<file path="src/rtl/instr_fetch_queue.sv">
// Circular instruction FIFO with a registered issue stage feeding the control unit.
// Optional FETCH_Q_OPCODE_CHECK_EN squashes undefined opcodes (101/110/111) to NOP.
module instr_fetch_queue #(
   parameter int DEPTH   = 4,
   parameter int INSTR_W = 16
) (
   input  logic                         clk,
   input  logic                         rst_n,
   input  logic                         in_valid,
   input  logic [INSTR_W-1:0]           in_instr,
   output logic                         in_ready,
   input  logic                         stall,
   input  logic                         flush,
   output logic [2:0]                   opcode,
   output logic                         valid,
   output logic [INSTR_W-4:0]           operand,
   output logic [$clog2(DEPTH+1)-1:0]   count,
   output logic                         illegal_op
);

   localparam int PW = $clog2(DEPTH);
   localparam int CW = $clog2(DEPTH+1);

   typedef enum logic {
      S_EMPTY = 1'b0,
      S_FULL  = 1'b1
   } state_e;

   logic [INSTR_W-1:0] mem_q [DEPTH];
   logic [PW-1:0]      wptr_q, wptr_d;
   logic [PW-1:0]      rptr_q, rptr_d;
   logic [CW-1:0]      count_q, count_d;
   state_e             state_q, state_d;
   logic [2:0]         opc_q, opc_d;
   logic [INSTR_W-4:0] opr_q, opr_d;
   logic               ill_q, ill_d;
   logic               push, pop, bad;
   logic [INSTR_W-1:0] head;

   assign in_ready = (count_q < CW'(DEPTH)) && !flush;
   assign push     = in_valid && in_ready;
   assign pop      = (count_q != '0) && ((state_q == S_EMPTY) || !stall) && !flush;
   assign head     = mem_q[rptr_q];

`ifdef FETCH_Q_OPCODE_CHECK_EN
   assign bad = (head[INSTR_W-1 -: 3] > 3'd4);
`else
   assign bad = 1'b0;
`endif

   always_ff @(posedge clk) begin
      if (push) mem_q[wptr_q] <= in_instr;
   end

   always_comb begin
      wptr_d  = wptr_q;
      rptr_d  = rptr_q;
      count_d = count_q;
      if (flush) begin
         wptr_d  = '0;
         rptr_d  = '0;
         count_d = '0;
      end else begin
         if (push) wptr_d = wptr_q + PW'(1);
         if (pop)  rptr_d = rptr_q + PW'(1);
         if (push && !pop)      count_d = count_q + CW'(1);
         else if (pop && !push) count_d = count_q - CW'(1);
      end
   end

   always_comb begin
      state_d = state_q;
      opc_d   = opc_q;
      opr_d   = opr_q;
      ill_d   = 1'b0;
      if (flush) begin
         state_d = S_EMPTY;
         opc_d   = 3'b000;
         opr_d   = '0;
      end else if (pop) begin
         state_d = S_FULL;
         opc_d   = bad ? 3'b000 : head[INSTR_W-1 -: 3];
         opr_d   = bad ? '0 : head[INSTR_W-4:0];
         ill_d   = bad;
      end else if ((state_q == S_FULL) && !stall) begin
         // Drained with nothing behind it: present a NOP bubble.
         state_d = S_EMPTY;
         opc_d   = 3'b000;
      end
   end

   always_ff @(posedge clk or negedge rst_n) begin
      if (!rst_n) begin
         wptr_q  <= '0;
         rptr_q  <= '0;
         count_q <= '0;
         state_q <= S_EMPTY;
         opc_q   <= 3'b000;
         opr_q   <= '0;
         ill_q   <= 1'b0;
      end else begin
         wptr_q  <= wptr_d;
         rptr_q  <= rptr_d;
         count_q <= count_d;
         state_q <= state_d;
         opc_q   <= opc_d;
         opr_q   <= opr_d;
         ill_q   <= ill_d;
      end
   end

   assign opcode     = opc_q;
   assign operand    = opr_q;
   assign valid      = (state_q == S_FULL);
   assign count      = count_q;
   assign illegal_op = ill_q;

endmodule

</file>
<file path="config.mk">
export PLATFORM = sky130hd
export DESIGN_NAME = instr_fetch_queue
export DESIGN_NICKNAME = d
export VERILOG_FILES = /design/src/rtl/instr_fetch_queue.sv
export SDC_FILE = /design/constraint.sdc
export NUM_CORES = 1
export LEC_CHECK = 0
export CORE_ASPECT_RATIO = 1.25
export CORE_MARGIN = 2
export CORE_UTILIZATION = 40
export CTS_CLUSTER_SIZE = 12
export DETAILED_ROUTE_END_ITERATION = 8
export PLACE_DENSITY_LB_ADDON = 0.15
export SYNTH_ARGS = -nofsm -noshare
export SYNTH_HDL_FRONTEND = slang
export SYNTH_SLANG_ARGS = --single-unit
export TNS_END_PERCENT = 50
</file>
<file path="constraint.sdc">
create_clock -name clk -period 2 [get_ports clk]
set_clock_uncertainty 0.1 [all_clocks]
set_input_delay 0.4 -clock clk [delete_from_list [all_inputs] [get_ports clk]]
set_output_delay 0.4 -clock clk [all_outputs]
set_load 0.005 [all_outputs]
</file>
After elaboration in Yosys (flattened, before gate mapping)
Memory sizes are Yosys's and may differ from the RTL's.
Index checks and enable logic that the tools add are counted.
{ "word_totals": {"ff_bits": 24, "latch_bits": 0, "mem_bits_rw": 64, "romBits": 0, "output_inout_bits": 22, "word_cells": 47, "mem_count": 1} }
{ "memory_table": {"columns": ["name", "words", "word_bits", "rd", "rd_clocked_by_memory_dff", "wr", "line", "rtl"], "rows": [
  ["mem_q", 4, 16, 1, 0, 1, "29", "logic [INSTR_W-1:0] mem_q [DEPTH];"]
]} }
{ "classes": {"addsub": 4, "mul": 0, "div_mod_pow": 0, "n_lt_le_gt_ge": 1, "n_eq_ne": 0, "n_shift": 0, "n_mux": 17, "bitwise_logic": 1, "reduce_logical": 17} }
{ "ops": {"columns": ["operator", "count"], "rows": [
  ["2-to-1 mux 13 bit", 2],
  ["2-to-1 mux 3 bit", 6],
  ["nonzero test 3 bit", 3],
  ["2-to-1 mux 2 bit", 4],
  ["logical AND 1 bit", 7],
  ["2-to-1 mux 1 bit", 5],
  ["adder 2 x 1 -> 2 bit (second input constant)", 2],
  ["zero test 1 bit", 4],
  ["nonzero test 2 bit", 2],
  ["adder 3 x 1 -> 3 bit (second input constant)", 1],
  ["< comparator 3 bit (second input constant)", 1],
  ["subtractor 3 x 1 -> 3 bit (second input constant)", 1],
  ["logical OR 1 bit", 1],
  ["inverter 1 bit", 1]
]} }

Depth between registers and ports, before layout
{ "logic_depth": {"word_depth": 8, "depth_mapped": 9} }

Worst setup path after synthesis
No wires, ideal clock.
{ "synth_path": {"path_type": "register to register", "startpoint": "register count_q[0], in the netlist count[0]", "endpoint": "register count_q[2], in the netlist count[2]", "arrival_ps": 2057, "required_ps": 1818, "path_slack_ps": -238, "path_stages_with_launch": 10, "synth_period_minus_slack_ps": 2238, "cell_sequence": "dfrtp_1 buf_6 or3_4 nand2_4 buf_4 and2_1 fa_1 nand2_1 or4_1 a31oi_1"} }
{ "synth_between": {"elab_chain_len": 7} }
{ "synth_lines": {"columns": ["element", "line", "rtl"], "rows": [
  ["from (decl)", "32", "logic [CW-1:0] count_q, count_d;"],
  ["from (signal assigned)", "104", "count_q <= count_d;"],
  ["branches (longest 7 deep; another with < comparator 3 bit)", null, null]
]} }
Several ways; the timed one is not identified. The select of a mux whose other input is x is not followed.
A chain may end at the register's enable or synchronous reset.

Worst setup path in the final report
{ "layout_path": {"startpoint": "register count_q[2], in the netlist count[2]", "endpoint": "register count_q[2], in the netlist count[2]"} }
The elaborated chain is that of the path after synthesis.

==> out/qor.yml <==
clk_pin_slew_worst_paths_ns: 0.08
grt_use_total_pct: 15.8
ys_warn_count: 0
core_area_mm2: 0.00861
fin_util_pct: 51.3
first_global_vias: 2016
rows: 38
synthCells: 213
layout_commonest_cell: "edfxtp_1"
netlist_area_mm2: 0.00351
arrival_ns: 2.17
pwr-share-clk_pct: 21.3
hold_viol: 0
wirelength_mm: 6.72
cts_tree: "built"
dieArea_mm2: 0.00955
io_pins: 43
synth.avg_cell_area_um2: 16.5
layout_worst_path_cycle_share_pct: 99.6
syn_nets: 239
endpoint_kind: "register"
drv_cap: 0
antenna_found_initial: 0
grt_max_degree: 25
r2r-end: "count[2]"
switching_share_pct: 29.8
synth-compound-area-share_pct: 4.06
synth_xor_area_share_pct: 1.50
p_switching_mw: 1.62
yosys.area_share.simple_pct: 7.63
grt_pass1_wl_mm: 10.6
cts_hold_buf: 0
root_buffer: "clkbuf_8"
drive_gt1_share_pct: 21.2
vdd_drop_max_mv: 0.524
critPathLaunchType: "register"
cp.required_ns: 2.18
yosysSeqAreaShare_pct: 71.8
p_leak_nw: 1.58
dr.pass1.iters: 4
drc: 0
die_w_um: 87.8
layout_common_cells: "64 x edfxtp_1, 39 x clkdlybuf4s50_1, 30 x nand2_1"
critPathKind: "register to register"
synthAdderAreaFrac_pct: 2.00
vias: 1955
fmax_mhz: 502
whs_ns: 0.312
cp_max_fo: 3
min-delay-path-class: "primary input to async pin"
cts.sink_count: 88
slew_viol_final: 0
worstReg2RegStart: "count[2]"
rsz0062_at_grt: "yes"
clk_latency_ns: 0.35
antennaDiodeCount: 0
setup_violations: 0
status: "finished clean"
grt_overflow_total: 0
yosysUniqueCellTypes: 32
numCtsBuffers: 9
synth_mux_area_share_pct: 10.3
synth_top_family_by_area: "multiplexers"
place_congestion: 0.687
ys_ff_latch: 88
power_density_mw_per_mm2: 1230
detail-route-antenna-nets: 0
regToRegSetupSlack_ns: 0.009
cts_setup_buffers: 0
worst-r2r-cell-count: 7
routedWlPerCell_um: 16.7
drt_iter0_drc: 67
seq_power_share_pct: 43.6
dpl.hpwl_mm: 4.32
io_buffer_count: 41
power.internal_mw: 3.82
start_util_pct: 40.8
htreeDepth: 3
min_period_ns: 1.99
clockBufferDepth: 2
fin_nets: 304
vias_per_cell: 4.85
power_frac_comb_pct: 35.1
dieHeight_um: 109
areaGrowthSynthToFinish_pct: 25.8
cells in the mapped netlist:
cell type | number | area, um^2
inv_1 | 4 | 15.0
dfrtp_1 | 24 | 601
mux4_2 | 16 | 360
a21oi_1 | 14 | 70.1
nand2_1 | 31 | 116
nor3b_2 | 1 | 12.5
and2_1 | 6 | 37.5
ha_1 | 4 | 50.1
fa_1 | 1 | 20.0
buf_4 | 3 | 22.5
a31oi_1 | 2 | 12.5
o21ai_0 | 1 | 5.00
buf_6 | 2 | 22.5
or3_4 | 1 | 11.3
xnor2_1 | 5 | 43.8
nor3_1 | 1 | 5.00
a22oi_1 | 3 | 22.5
a211oi_2 | 1 | 12.5
nor2_1 | 10 | 37.5
o21bai_1 | 1 | 7.51
clkbuf_1 | 3 | 11.3
edfxtp_1 | 64 | 1920
nor2_2 | 1 | 6.26
conb_1 | 1 | 3.75
o31ai_1 | 1 | 7.51
buf_2 | 4 | 20.0
o21ai_1 | 1 | 5.00
nor2b_1 | 2 | 12.5
nand2_4 | 1 | 11.3
nand3_1 | 2 | 10.0
xor2_1 | 1 | 8.76
or4_1 | 1 | 7.51
worst max-delay path, cell delays in order (launching register included):
cell,delay [ns]
dfrtp_1,0.38
or3_4,0.42
nand2_4,0.07
and2_4,0.15
fa_2,0.22
nand2_2,0.05
or4_1,0.39
a31oi_1,0.14
state kept, by name (all words and copies together) (netlist names):
register	count
mem_q	64
operand	13
count	3
opcode	3
rptr_q	2
wptr_q	2
valid	1
worst max path at each step:
stage	cells after the start	endpoint	startpoint
final	7	count[2]	count[2]
after global routing	7	count[2]	count[2]
after CTS	7	count[2]	count[1]
after detailed placement	7	count[2]	flush
after global placement	7	count[2]	flush
after floorplan	9	count[2]	count[0]
routing by layer:
| layer | global-route usage (%) | vias to the layer above | wire (um) |
|---|---|---|---|
| met2 | 26.0 | 37 | 3530 |
| met4 | 7.91 | 0 | 131 |
| li1 | - | 917 | - |
| met5 | 0 | - | 0 |
| met1 | 19.7 | 993 | 2800 |
| met3 | 3.56 | 8 | 257 |
power by group through the flow:
| stage | Sequential [mW] | Clock (mW) | Combinational [mW] |
|---|---|---|---|
| after global placement | 2.41 | 0 | 1.91 |
| after global routing | 2.41 | 1.28 | 2.10 |
| final | 2.37 | 1.16 | 1.90 |
| after CTS | 2.38 | 1.20 | 1.94 |
| after floorplan | 2.40 | 0 | 1.11 |
| after detailed placement | 2.42 | 0 | 1.93 |
timing repair:
item	CTS	global route
setup endpoints to repair	2	1
pin swaps	0	2
resized for setup	2	2
endpoints found under the hold margin	0	0
final cells by class:
cell class / instances / area (um^2)
Clock buffer: 11 / 131
Clock inverter: 5 / 48.8
Fill cell: 757 / 4190
Inverter: 4 / 15.0
Multi-Input combinational cell: 109 / 905
Sequential cell: 88 / 2520
Tap cell: 120 / 150
Timing Repair Buffer: 66 / 646
cell families (layout without fill, tap and decap cells):
logic type | Yosys count | in the layout
and+or+nand+nor | 57 | 57
buffers and inverters | 16 | 86
other | 1 | 1
DFF | 88 | 88
AOI/OAI and AO/OA | 24 | 24
muxes | 16 | 16
xor gates and xnor gates | 6 | 6
adders and majority gates | 5 | 5
stage by stage:
step	total power [mW]	cell area [um^2]	TNS [ns]	instances	worst slack, ns
final	5.43	4420	0	403	0.00878
after global placement	4.32	4240	-0.856	387	-0.176
after global routing	5.79	4420	-0.0401	403	-0.0401
after detailed placement	4.35	4240	-1.52	387	-0.238
after CTS	5.52	4410	-0.00563	403	-0.00563
after floorplan	3.51	3520	-0.233	213	-0.191
Note: power is estimated with default switching activity, not from simulation.
